==> src/rtl/board_stimulus_sequencer_pkg.sv <==
// Shared definitions for the stimulus sequencer: FSM states, the released-key
// level and the width of the packed step word {delay, key, switch}.
package board_stimulus_sequencer_pkg;

    typedef enum logic [1:0] {
        ST_IDLE   = 2'd0,
        ST_PLAY   = 2'd1,
        ST_FINISH = 2'd2
    } seq_state_t;

    // Keys are active-low, so a released key reads as 1.
    localparam logic KEY_RELEASED = 1'b1;

    function automatic int step_word_w(input int delay_w, input int keys, input int switches);
        return delay_w + keys + switches;
    endfunction

endpackage

==> src/rtl/board_stimulus_sequencer_step_ram.sv <==
// Step table: one {delay, key, switch} word per step, synchronous write,
// combinational read, contents survive reset.
module stimulus_step_ram
    import board_stimulus_sequencer_pkg::*;
#(
    parameter int DEPTH  = 8,
    parameter int AW     = 3,
    parameter int WORD_W = 30
) (
    input  logic              clock,
    input  logic              we,
    input  logic [AW-1:0]     waddr,
    input  logic [WORD_W-1:0] wdata,
    input  logic [AW-1:0]     raddr,
    output logic [WORD_W-1:0] rdata
);

    logic [WORD_W-1:0] mem [DEPTH];

    always_ff @(posedge clock) begin
        if (we) begin
            mem[waddr] <= wdata;
        end
    end

    assign rdata = mem[raddr];

endmodule

==> src/rtl/board_stimulus_sequencer.sv <==
// Plays a programmed table of KEY/SW patterns, each held for a per-step cycle
// count, with one-shot/loop modes, abort and a global cycle budget.
module board_stimulus_sequencer
    import board_stimulus_sequencer_pkg::*;
#(
    parameter int NUM_KEYS      = 4,
    parameter int NUM_SWITCHES  = 10,
    parameter int NUM_STEPS     = 8,
    parameter int DELAY_WIDTH   = 16,
    parameter int TIMEOUT_WIDTH = 24,
    localparam int AW           = $clog2(NUM_STEPS)
) (
    input  logic                     clock,
    input  logic                     reset,
    input  logic                     prog_we,
    input  logic [AW-1:0]            prog_addr,
    input  logic [DELAY_WIDTH-1:0]   prog_delay,
    input  logic [NUM_KEYS-1:0]      prog_key,
    input  logic [NUM_SWITCHES-1:0]  prog_switch,
    input  logic [AW:0]              step_count,
    input  logic                     loop_mode,
    input  logic [TIMEOUT_WIDTH-1:0] timeout,
    input  logic                     start,
    input  logic                     abort,
    output logic [NUM_KEYS-1:0]      key_out,
    output logic [NUM_SWITCHES-1:0]  switch_out,
    output logic                     busy,
    output logic                     done,
    output logic                     timed_out,
    output logic [AW-1:0]            step_index
);

    localparam int WORD_W = step_word_w(DELAY_WIDTH, NUM_KEYS, NUM_SWITCHES);

    seq_state_t               state, state_nx;
    logic [AW:0]              n_steps;
    logic                     loop_r;
    logic [TIMEOUT_WIDTH-1:0] tmo_limit, tmo_cnt;
    logic [DELAY_WIDTH-1:0]   hold_cnt;
    logic [NUM_SWITCHES-1:0]  sw_last;

    logic [WORD_W-1:0]        rd_word;
    logic [DELAY_WIDTH-1:0]   rd_delay;
    logic [NUM_KEYS-1:0]      rd_key;
    logic [NUM_SWITCHES-1:0]  rd_sw;
    logic                     tbl_we, start_ok, step_end, last_step, tmo_hit;

    // The table is frozen while playing so the combinational read stays stable.
    assign tbl_we = prog_we && (state != ST_PLAY)
                 && ({1'b0, prog_addr} < (AW+1)'(NUM_STEPS));

    stimulus_step_ram #(
        .DEPTH  (NUM_STEPS),
        .AW     (AW),
        .WORD_W (WORD_W)
    ) u_step_ram (
        .clock (clock),
        .we    (tbl_we),
        .waddr (prog_addr),
        .wdata ({prog_delay, prog_key, prog_switch}),
        .raddr (step_index),
        .rdata (rd_word)
    );

    assign {rd_delay, rd_key, rd_sw} = rd_word;

    assign start_ok  = start && (step_count != '0) && (step_count <= (AW+1)'(NUM_STEPS));
    // Hold counter counts up from 0; a delay of 0 behaves like 1.
    assign step_end  = (rd_delay <= DELAY_WIDTH'(1)) || (hold_cnt == rd_delay - DELAY_WIDTH'(1));
    assign last_step = ({1'b0, step_index} == n_steps - (AW+1)'(1));
    assign tmo_hit   = (tmo_limit != '0) && (tmo_cnt == tmo_limit - TIMEOUT_WIDTH'(1));

    always_ff @(posedge clock or posedge reset) begin
        if (reset) begin
            state <= ST_IDLE;
        end else begin
            state <= state_nx;
        end
    end

    always_comb begin
        state_nx   = state;
        busy       = 1'b0;
        done       = 1'b0;
        timed_out  = 1'b0;
        key_out    = {NUM_KEYS{KEY_RELEASED}};
        switch_out = sw_last;
        unique case (state)
            ST_IDLE: begin
                if (start_ok) state_nx = ST_PLAY;
            end
            ST_PLAY: begin
                busy       = 1'b1;
                key_out    = rd_key;
                switch_out = rd_sw;
                // Abort outranks both the budget and the final step.
                timed_out  = tmo_hit && !abort;
                if (abort || tmo_hit) begin
                    state_nx = ST_IDLE;
                end else if (step_end && last_step && !loop_r) begin
                    state_nx = ST_FINISH;
                end
            end
            ST_FINISH: begin
                done     = 1'b1;
                state_nx = ST_IDLE;
            end
            default: state_nx = ST_IDLE;
        endcase
    end

    always_ff @(posedge clock or posedge reset) begin
        if (reset) begin
            step_index <= '0;
            n_steps    <= '0;
            loop_r     <= 1'b0;
            tmo_limit  <= '0;
            tmo_cnt    <= '0;
            hold_cnt   <= '0;
            sw_last    <= '0;
        end else if (state == ST_IDLE) begin
            if (start_ok) begin
                step_index <= '0;
                hold_cnt   <= '0;
                tmo_cnt    <= '0;
                n_steps    <= step_count;
                loop_r     <= loop_mode;
                tmo_limit  <= timeout;
            end
        end else if (state == ST_PLAY) begin
            sw_last <= rd_sw;
            tmo_cnt <= tmo_cnt + TIMEOUT_WIDTH'(1);
            if (abort || tmo_hit) begin
                step_index <= '0;
                hold_cnt   <= '0;
            end else if (step_end) begin
                hold_cnt   <= '0;
                step_index <= last_step ? '0 : step_index + AW'(1);
            end else begin
                hold_cnt <= hold_cnt + DELAY_WIDTH'(1);
            end
        end
    end

endmodule
==> config.mk <==
export PLATFORM = sky130hd
export DESIGN_NAME = board_stimulus_sequencer
export DESIGN_NICKNAME = d
export VERILOG_FILES = /design/src/rtl/board_stimulus_sequencer_pkg.sv /design/src/rtl/board_stimulus_sequencer_step_ram.sv /design/src/rtl/board_stimulus_sequencer.sv
export SDC_FILE = /design/constraint.sdc
export NUM_CORES = 1
export LEC_CHECK = 0
export CAP_MARGIN = 20
export CORE_MARGIN = 3
export CORE_UTILIZATION = 51
export CTS_CLUSTER_DIAMETER = 200
export DETAILED_ROUTE_END_ITERATION = 6
export GPL_ROUTABILITY_DRIVEN = 0
export PLACE_DENSITY = 0.77
export SYNTH_ARGS = -nofsm -noshare
export SYNTH_HDL_FRONTEND = slang
export SYNTH_SLANG_ARGS = --single-unit
==> constraint.sdc <==
create_clock -name clock -period 5.01 [get_ports clock]
set_input_delay 1.002 -clock clock [delete_from_list [all_inputs] [get_ports clock]]
set_output_delay 1.002 -clock clock [all_outputs]
set_load 0.02 [all_outputs]
==> metrics.yaml, run 1 <==
timing:
  setup_tns_ns: 0
  worst_pin_slew_ns: 0.900
  finalCriticalPeriod_ns: 4.83
  slew_violations: 0
  slew_headroom: 0.400
  post-route-period-util: 0.964
  clock-skew-final_ns: 0.0189
  final-setup-viol-count: 0
  hold_viol_final: 0
  fmax_mhz: 207
  rsz0062_at_grt: "false"
logic_synthesis:
  syn_nets: 1101
  synthCells: 1026
  seq_area_frac_synth: 0.639
  synth_edf_count: 240
  ys_ff_latch: 324
  synth_ff_type: "edfxtp_1"
  ys_types: 78
  avgSynthCellArea_um2: 14.2
  synthArstFlopShare: 0.259
  syn-cell-area_um2: 14600
  ys.warnings.count: 0
hold_path:
  whs_path_depth: 2
  worstHoldEndpoint: "loop_r"
  hold_path_class: "reg -> reg"
  hp-start: "loop_r"
power:
  power_leakage_nw: 5.93
  ir_worst_vdd_uv: 293
  p_int_mw: 4.78
  pwr_density_cell_nw_per_um2: 374
  power.clock.fraction: 0.393
  swShare: 0.251
  p_sw_mw: 1.60
  total_power_mw: 6.38
  seqPwrFrac: 0.496
  power_frac_comb: 0.111
worst_setup_path:
  crit_arrival_ns: 3.83
  r2r_slack_ns: 0.72
  crit_type: "reg -> out"
  crit_required_ns: 4.01
  timing.rr.end: "step_index[2]"
  cp_max_fo: 7
  worst-r2r-cell-count: 10
  r2r-start: "step_index[1]"
  start_kind: "flop"
  critPathCaptureType: "primary output"
route:
  viasPerCell: 5.88
  vias: 9007
  wirelength_um: 32000
  wl_per_cell_um: 20.9
  dr.pass1.iters: 5
  drtIter0Drc: 719
  drtAntennaViolNets: 0
  drc: 0
grt:
  grt-ovfl-total: 0
  grt_usage: 0.211
  grt_pass1_vias: 8982
  grt_pass1_wl_um: 50400
  grt_max_degree: 55
  antenna_found_initial: 1
cts:
  cts_root_buffer: "clkbuf_16"
  post_cts_buffers: 0
  ctsResizeCount: 0
  insertion_delay_ns: 0.53
  clkTransAtPathRegs_ns: 0.06
  clk_path_buf_depth: 3
  h-tree-depth: 2
  cts_tree: "built"
  cts.sinks: 324
  numCtsBuffers: 35
  cts-hold-fix-buffers: 0
floorplan:
  num_io_pins: 87
  start_util: 0.521
  core_area_um2: 27900
  die_w_um: 175
  die-height_um: 175
  dieArea_um2: 30600
  rows: 61
placed_design:
  port_buffers: 86
  hpwl_um: 19700
outcome:
  status: "finished, final reports clean"
cells_and_area:
  drive_above_1_share: 0.152
  fin_nets: 1202
  area_growth_pct: 17.2
run:
  maxCapViolCount: 0
-- cell usage in the layout (no fill, tap or decap), drive strengths merged, types with 25 or more instances in the layout --
cell type / netlist / routed
a31oi: 27 / 27
clkbuf: 26 / 45
clkdlybuf4s50: 0 / 86
dfrtp: 84 / 84
edfxtp: 240 / 240
inv: 25 / 28
mux4: 60 / 60
nand2: 146 / 146
nand3: 41 / 41
nor2: 65 / 65
nor3: 30 / 30
o21ai: 28 / 28
xnor2: 45 / 45
xor2: 25 / 25
-- synth_stat cells, drive strengths merged, types with 4 or more instances --
library cell,instances,area share
and3,6,0.0026
xor2,25,0.015
buf,18,0.0089
nor3,30,0.011
mux2i,19,0.016
nor3b,4,0.0032
dfrtp,84,0.14
clkbuf,26,0.0067
mux4,60,0.093
or4,7,0.0041
inv,25,0.0064
ha,8,0.0069
o21ai,28,0.0096
o211ai,4,0.0024
nand2b,8,0.0034
nor4,11,0.0066
nor2b,6,0.0026
nand4b,4,0.0024
xnor2,45,0.027
nand3,41,0.014
a21oi,8,0.0035
or3,7,0.0030
nand4,24,0.011
a31oi,27,0.012
o31ai,5,0.0026
nand2,146,0.038
edfxtp,240,0.50
nor2,65,0.017
-- layout make-up --
type,instances,area (um2)
sequential,324,9320
antenna,1,2.50
timing repair buffer,108,1080
clock inverter,18,184
tap,378,473
fill,2080,10900
multi-input combinational,632,4980
inverter,26,98.8
clock buffer,45,935
-- flip-flops by register name, summed over array words and instances, names as in the netlist --
name / flops
u_step_ram.mem: 240
tmo_cnt: 24
tmo_limit: 24
hold_cnt: 16
sw_last: 10
n_steps: 4
step_index: 3
state: 2
loop_r: 1
-- metrics by stage --
stage | cells | worst slack [ns] | hold slack, ns | util | area, um2
finish | 1532 | 0.181 | 0.478 | 0.611 | 17100
global route | 1531 | 0.0367 | 0.541 | 0.611 | 17100
CTS | 1529 | 0.173 | 0.485 | 0.609 | 17000
detailed placement | 1466 | 0.725 | 0.471 | 0.569 | 15900
global placement | 1465 | 0.810 | 0.455 | 0.568 | 15900
floorplan | 1026 | 0.454 | 0.437 | - | 14600
-- power by group through the flow --
stage	sequential (mW)	clock (mW)	combinational [mW]
3_5_place_dp	3.21	0	0.703
5_1_grt	3.18	2.68	0.782
2_1_floorplan	3.17	0	0.478
6_report	3.16	2.51	0.709
3_3_place_gp	3.20	0	0.684
4_1_cts	3.16	2.56	0.710
-- metal layers --
metal  global-route usage  wire length (um)  up-vias
met5                    0                 0        -
met4               0.0655               780        0
met3               0.0409              2160       62
met2                0.344             15700      349
met1                0.291             13300     4487
li1                     -                 -     4109
-- kinds of logic (layout without fill, tap and decap cells) --
kind of cell               after synthesis  count (layout)  share of synthesized area
and+or+nand+nor                        372             372                      0.126
xor gates and xnor gates                71              71                     0.0437
DFF                                    324             324                      0.639
other                                    0               1                          0
muxes                                   82              82                      0.112
buffers and inverters                   70             197                     0.0223
adders and majority gates                8               8                    0.00688
AOI/OAI and AO/OA                       99              99                     0.0499
-- worst max path at each step --
stage | depth (start not counted) | slack [ns] | endpoint | from
after floorplan | 2 | 0.45 | u_step_ram.mem[0][0] | prog_addr[2]
after global placement | 8 | 0.81 | timed_out | tmo_limit[9]
after detailed placement | 10 | 0.72 | timed_out | tmo_limit[0]
after CTS | 10 | 0.17 | timed_out | tmo_limit[0]
after global routing | 10 | 0.04 | timed_out | tmo_limit[0]
final | 10 | 0.18 | timed_out | tmo_limit[0]
-- worst max-delay path: stages, from the launching register on --
cell             delay (ns)
dfrtp_1                0.43
inv_1                  0.13
ha_1                   0.21
nor2b_1                0.31
and3_1                 0.33
and4_1                 0.22
o2111ai_1              0.11
or4_4                  0.55
nor4_1                 0.25
and3_1                 0.18
clkdlybuf4s50_1        0.60
Power figures use the tool's default switching activity.
==> run 2, diff against run 1 <==
CAP_MARGIN = not set   (was 20)
==> run 2 against run 1 <==
Compared with the run above:
- the flow now finishes with violations (design-rule violations)
- sequential power about the same
- clock power up 5%
- cell count about the same
- power up 1.9%
- routed wire length up 0.13%
- clock skew down 0.0042 ns
- non-clock buffer count down 3
- via count up 0.42%
- register-to-register slack worse by 0.03 ns
- largest power group unchanged
- highest routed layer unchanged
==> metrics.yaml, run 2 (synthesized netlist as in run 1, its figures left out) <==
outcome:
  status: "finished, violations left"
  violations: "design-rule violations"
power:
  swShare: 0.247
  total_power_mw: 6.50
  p_int_mw: 4.89
  power_leakage_nw: 5.93
  power_frac_comb: 0.109
  power.clock.fraction: 0.405
  pwr_density_cell_nw_per_um2: 381
  seqPwrFrac: 0.486
  ir_worst_vdd_uv: 311
  p_sw_mw: 1.61
placed_design:
  post-place-cells: 1465
  hpwl_um: 19600
  port_buffers: 86
worst_setup_path:
  start_kind: "flop"
  critPathCaptureType: "primary output"
  crit_type: "reg -> out"
  crit_arrival_ns: 3.84
  worst-r2r-cell-count: 10
  cp_max_fo: 7
  crit_required_ns: 4.01
cts:
  h-tree-depth: 2
  cts-hold-fix-buffers: 0
  cts.sinks: 324
  post_cts_buffers: 0
  numCtsBuffers: 36
  ctsResizeCount: 0
  clkTransAtPathRegs_ns: 0.05
  clk_path_buf_depth: 3
  insertion_delay_ns: 0.53
  cts_root_buffer: "clkbuf_16"
  cts_tree: "built"
timing:
  worst_pin_slew_ns: 1.17
  final-setup-viol-count: 0
  rsz0062_at_grt: "false"
  clock-skew-final_ns: 0.0148
  finalCriticalPeriod_ns: 4.84
  hold_viol_final: 0
  fmax_mhz: 207
  slew_violations: 0
  setup_tns_ns: 0
  slew_headroom: 0.221
  post-route-period-util: 0.967
  hold-worst-slack_ns: 0.475
cells_and_area:
  multiInputGateArea_um2: 4980
  post-route-util: 0.611
  drive_above_1_share: 0.152
  nFillCells: 2117
  regMostFlops: "u_step_ram.mem"
  fin_nets: 1200
  biggestRegsByFlops: "u_step_ram.mem: 240 flops, tmo_cnt: 24 flops, tmo_limit: 24 flops"
  diodes: 0
  seq_area_um2: 9320
  final_cells: 1531
  final_common_cell: "edfxtp_1"
  final_cell_mix: "240 x edfxtp_1, 146 x nand2_1, 86 x clkdlybuf4s50_1"
  area_growth_pct: 17.2
  largest_reg_flops: 240
hold_path:
  hold_path_class: "reg -> reg"
  whs_path_depth: 2
route:
  dr.pass1.iters: 7
  wirelength_um: 32000
  drtIter0Drc: 819
  wl_per_cell_um: 20.9
  viasPerCell: 5.91
  drtAntennaViolNets: 0
  drc: 1
  vias: 9045
floorplan:
  die-height_um: 175
  num_io_pins: 87
  die_w_um: 175
  core_area_um2: 27900
  dieArea_um2: 30600
  start_util: 0.521
  rows: 61
grt:
  grt_pass1_vias: 9036
  grt_pass1_wl_um: 50500
  grt_usage: 0.212
  grt-ovfl-total: 0
  grt_max_degree: 55
  antenna_found_initial: 0
run:
  maxCapViolCount: 0
run 2: cell count changes in the layout (fill, tap and decap cells not counted), moves of 2 or more:
cell	before	now
buf_16	2	0
inv_6	4	0
clkbuf_16	36	38
clkbuf_8	0	3
clkinv_1	7	4
clkbuf_1	9	12
inv_16	0	2
run 2: metrics by stage:
stage               instance area [um2]  setup slack (ns)
floorplan                         14600             0.454
global placement                  15900             0.810
detailed placement                15900             0.714
CTS                               17100             0.175
global route                      17100            0.0130
finish                            17100             0.168
run 2: layout make-up:
type / instances / area share
repair buffers: 105 / 0.0588
clock inverters: 13 / 0.00902
flip-flops and latches: 324 / 0.546
multi-input cells: 632 / 0.292
clock buffers: 53 / 0.0608
well taps: 378 / 0.0277
inverters: 26 / 0.00579
run 2: final timing paths:
| kind | to | start | slack (ns) |
|---|---|---|---|
| min in group asynchronous | hold_cnt[5] | reset | 0.99 |
| min | loop_r | loop_r | 0.48 |
| min reg2reg | loop_r | loop_r | 0.48 |
| max in group asynchronous | sw_last[8] | reset | 3.03 |
| max reg2reg | step_index[2] | step_index[1] | 0.69 |
| max | timed_out | tmo_limit[0] | 0.17 |
run 2: power by group through the flow:
stage	Sequential (mW)	Combinational (mW)	Clock (mW)
after global placement	3.20	0.684	0
after global routing	3.18	0.779	2.79
after floorplan	3.17	0.478	0
final	3.16	0.708	2.63
after CTS	3.16	0.711	2.68
after detailed placement	3.21	0.703	0
run 2: critical path: stages (launching register included):
cell	delay [ns]
dfrtp_1	0.42
inv_1	0.12
ha_1	0.20
nor2b_1	0.32
and3_1	0.34
and4_1	0.22
o2111ai_1	0.12
or4_4	0.55
nor4_1	0.25
and3_1	0.18
clkdlybuf4s50_1	0.60
run 2: layer usage:
| layer | track usage | routed length, um |
|---|---|---|
| met5 | 0 | 0 |
| met4 | 0.0642 | 793 |
| met3 | 0.0361 | 2190 |
| met2 | 0.347 | 15700 |
| met1 | 0.294 | 13400 |
==> run 3, diff against run 2 <==
ABC_CLOCK_PERIOD_IN_PS = 5010   (was not set)
CELL_PAD_IN_SITES_DETAIL_PLACEMENT = 1   (was not set)
CELL_PAD_IN_SITES_GLOBAL_PLACEMENT = 2   (was not set)
CORE_UTILIZATION = 43   (was 51)
PLACE_DENSITY = 0.87   (was 0.77)
==> run 3 against run 2 <==
Compared with the run above:
- the flow now finishes without violations
- sequential power is essentially flat
- clock power fell by 4%
- setup slack improved by 0.035 ns
- register-to-register slack better by 0.18 ns
- combinational power increased by 3.4%
- global-route usage decreased by 0.89 points
- sequential cell count is the same
- sequential share of layout area fell by 0.33 points
- hold slack improved by 0.046 ns
- power fell by 1.1%
- critical endpoint unchanged
==> metrics.yaml, run 3 (synthesized netlist as in run 1, its figures left out) <==
route:
  vias: 9080
  dr.pass1.iters: 4
  drc: 0
  viasPerCell: 5.66
  drtIter0Drc: 607
  wl_per_cell_um: 22.8
  drtAntennaViolNets: 0
  wirelength_um: 36600
worst_setup_path:
  cp_max_fo: 8
  cp-endpoint: "timed_out"
  start_kind: "flop"
  critPathCaptureType: "primary output"
  r2r_slack_ns: 0.87
  timing.rr.end: "step_index[1]"
  crit_type: "reg -> out"
  crit_required_ns: 4.01
  critical_path.startpoint: "tmo_limit[13]"
  crit_arrival_ns: 3.81
  r2r-start: "step_index[2]"
  worst-r2r-cell-count: 10
timing:
  slew_headroom: 0.373
  worst_pin_slew_ns: 0.940
  hold_viol_final: 0
  slew_violations: 0
  finalCriticalPeriod_ns: 4.81
  setup_tns_ns: 0
  post-route-period-util: 0.960
  fmax_mhz: 208
  rsz0062_at_grt: "false"
  final-setup-viol-count: 0
  clock-skew-final_ns: 0.0300
power:
  power_leakage_nw: 5.95
  ir_worst_vdd_uv: 311
  pwr_density_cell_nw_per_um2: 375
  total_power_mw: 6.43
cells_and_area:
  final_common_cell: "edfxtp_1"
  fin_area_um2: 17200
  area_growth_pct: 17.9
  drive_above_1_share: 0.158
  fin_nets: 1209
  largest_reg_flops: 240
  final_cell_mix: "240 x edfxtp_1, 146 x nand2_1, 86 x clkdlybuf4s50_1"
  regMostFlops: "u_step_ram.mem"
  biggestRegsByFlops: "u_step_ram.mem: 240 flops, tmo_cnt: 24 flops, tmo_limit: 24 flops"
placed_design:
  hpwl_um: 23600
  post_dp_cell_area_um2: 16000
  port_buffers: 86
cts:
  cts.sinks: 324
  h-tree-depth: 2
  cts-hold-fix-buffers: 0
  clk_path_buf_depth: 3
  numCtsBuffers: 36
  cts_root_buffer: "clkbuf_16"
  cts_tree: "built"
  clkTransAtPathRegs_ns: 0.06
  insertion_delay_ns: 0.54
grt:
  grt_usage: 0.203
  grt_pass1_wl_um: 56800
  grt-ovfl-total: 0
  grt_max_degree: 47
  antenna_found_initial: 0
  grt_pass1_vias: 9674
floorplan:
  num_io_pins: 87
  die_w_um: 190
  die-height_um: 190
  core_area_um2: 32900
  start_util: 0.442
  rows: 66
  dieArea_um2: 36100
hold_path:
  hold_path_class: "reg -> reg"
  hp-start: "loop_r"
outcome:
  status: "finished, final reports clean"
run:
  maxCapViolCount: 0
==> run 3: metal layers <==
metal	vias to the layer above	global-route usage	wire length (um)
met1	4714	0.272	15700
met5	-	0	0
li1	4104	-	-
met2	217	0.351	18600
met3	45	0.0311	1740
met4	0	0.0472	591
==> run 3: power breakdown <==
group          internal [mW]  switching (mW)
Clock                   1.43            1.10
Combinational          0.310           0.421
Sequential              3.03           0.143
Total                   4.77            1.66
==> run 3: layout make-up <==
| cell class | count | area (um2) |
|---|---|---|
| fill | 3192 | 15800 |
| sequential | 324 | 9320 |
| multi-input combinational | 632 | 4990 |
| timing repair buffer | 114 | 1070 |
| clock buffer | 49 | 970 |
| tap | 442 | 553 |
| clock inverter | 16 | 159 |
| inverter | 26 | 98.8 |
| antenna | 1 | 2.50 |
==> run 3: worst min-delay path by stage <==
stage / endpoint / slack (ns) / cells past startpoint
after global routing: loop_r / 0.54 / 2
final: loop_r / 0.52 / 2
after global placement: tmo_cnt[23] / 0.49 / 1
after detailed placement: loop_r / 0.49 / 2
after floorplan: loop_r / 0.44 / 2
after CTS: loop_r / 0.52 / 2
==> run 3: per-stage QoR <==
step	hold slack [ns]	setup slack [ns]	instances	util
finish	0.521	0.203	1604	0.521
global route	0.538	0.00748	1603	0.521
CTS	0.517	0.0930	1602	0.520
detailed placement	0.489	0.551	1536	0.486
global placement	0.489	0.662	1536	0.486
floorplan	0.437	0.454	1026	-
==> run 3: worst max-delay path, stage by stage, from the launching register on <==
cell and delay, ns:
dfrtp_1 0.46, or4_4 0.62, nor3b_4 0.27, a21oi_1 0.10
nand4b_1 0.18, or4_4 0.58, nor4_1 0.25, and3_1 0.20
clkdlybuf4s50_1 0.61
==> run 3: repair_timing <==
| action | 4_1_cts | 5_1_grt |
|---|---|---|
| setup buffers | 1 | 1 |
| pin swaps | 1 | 1 |
| gates cloned | 0 | 0 |
| endpoints found under the setup margin | 1 | 1 |
| gates resized for setup | 1 | 3 |
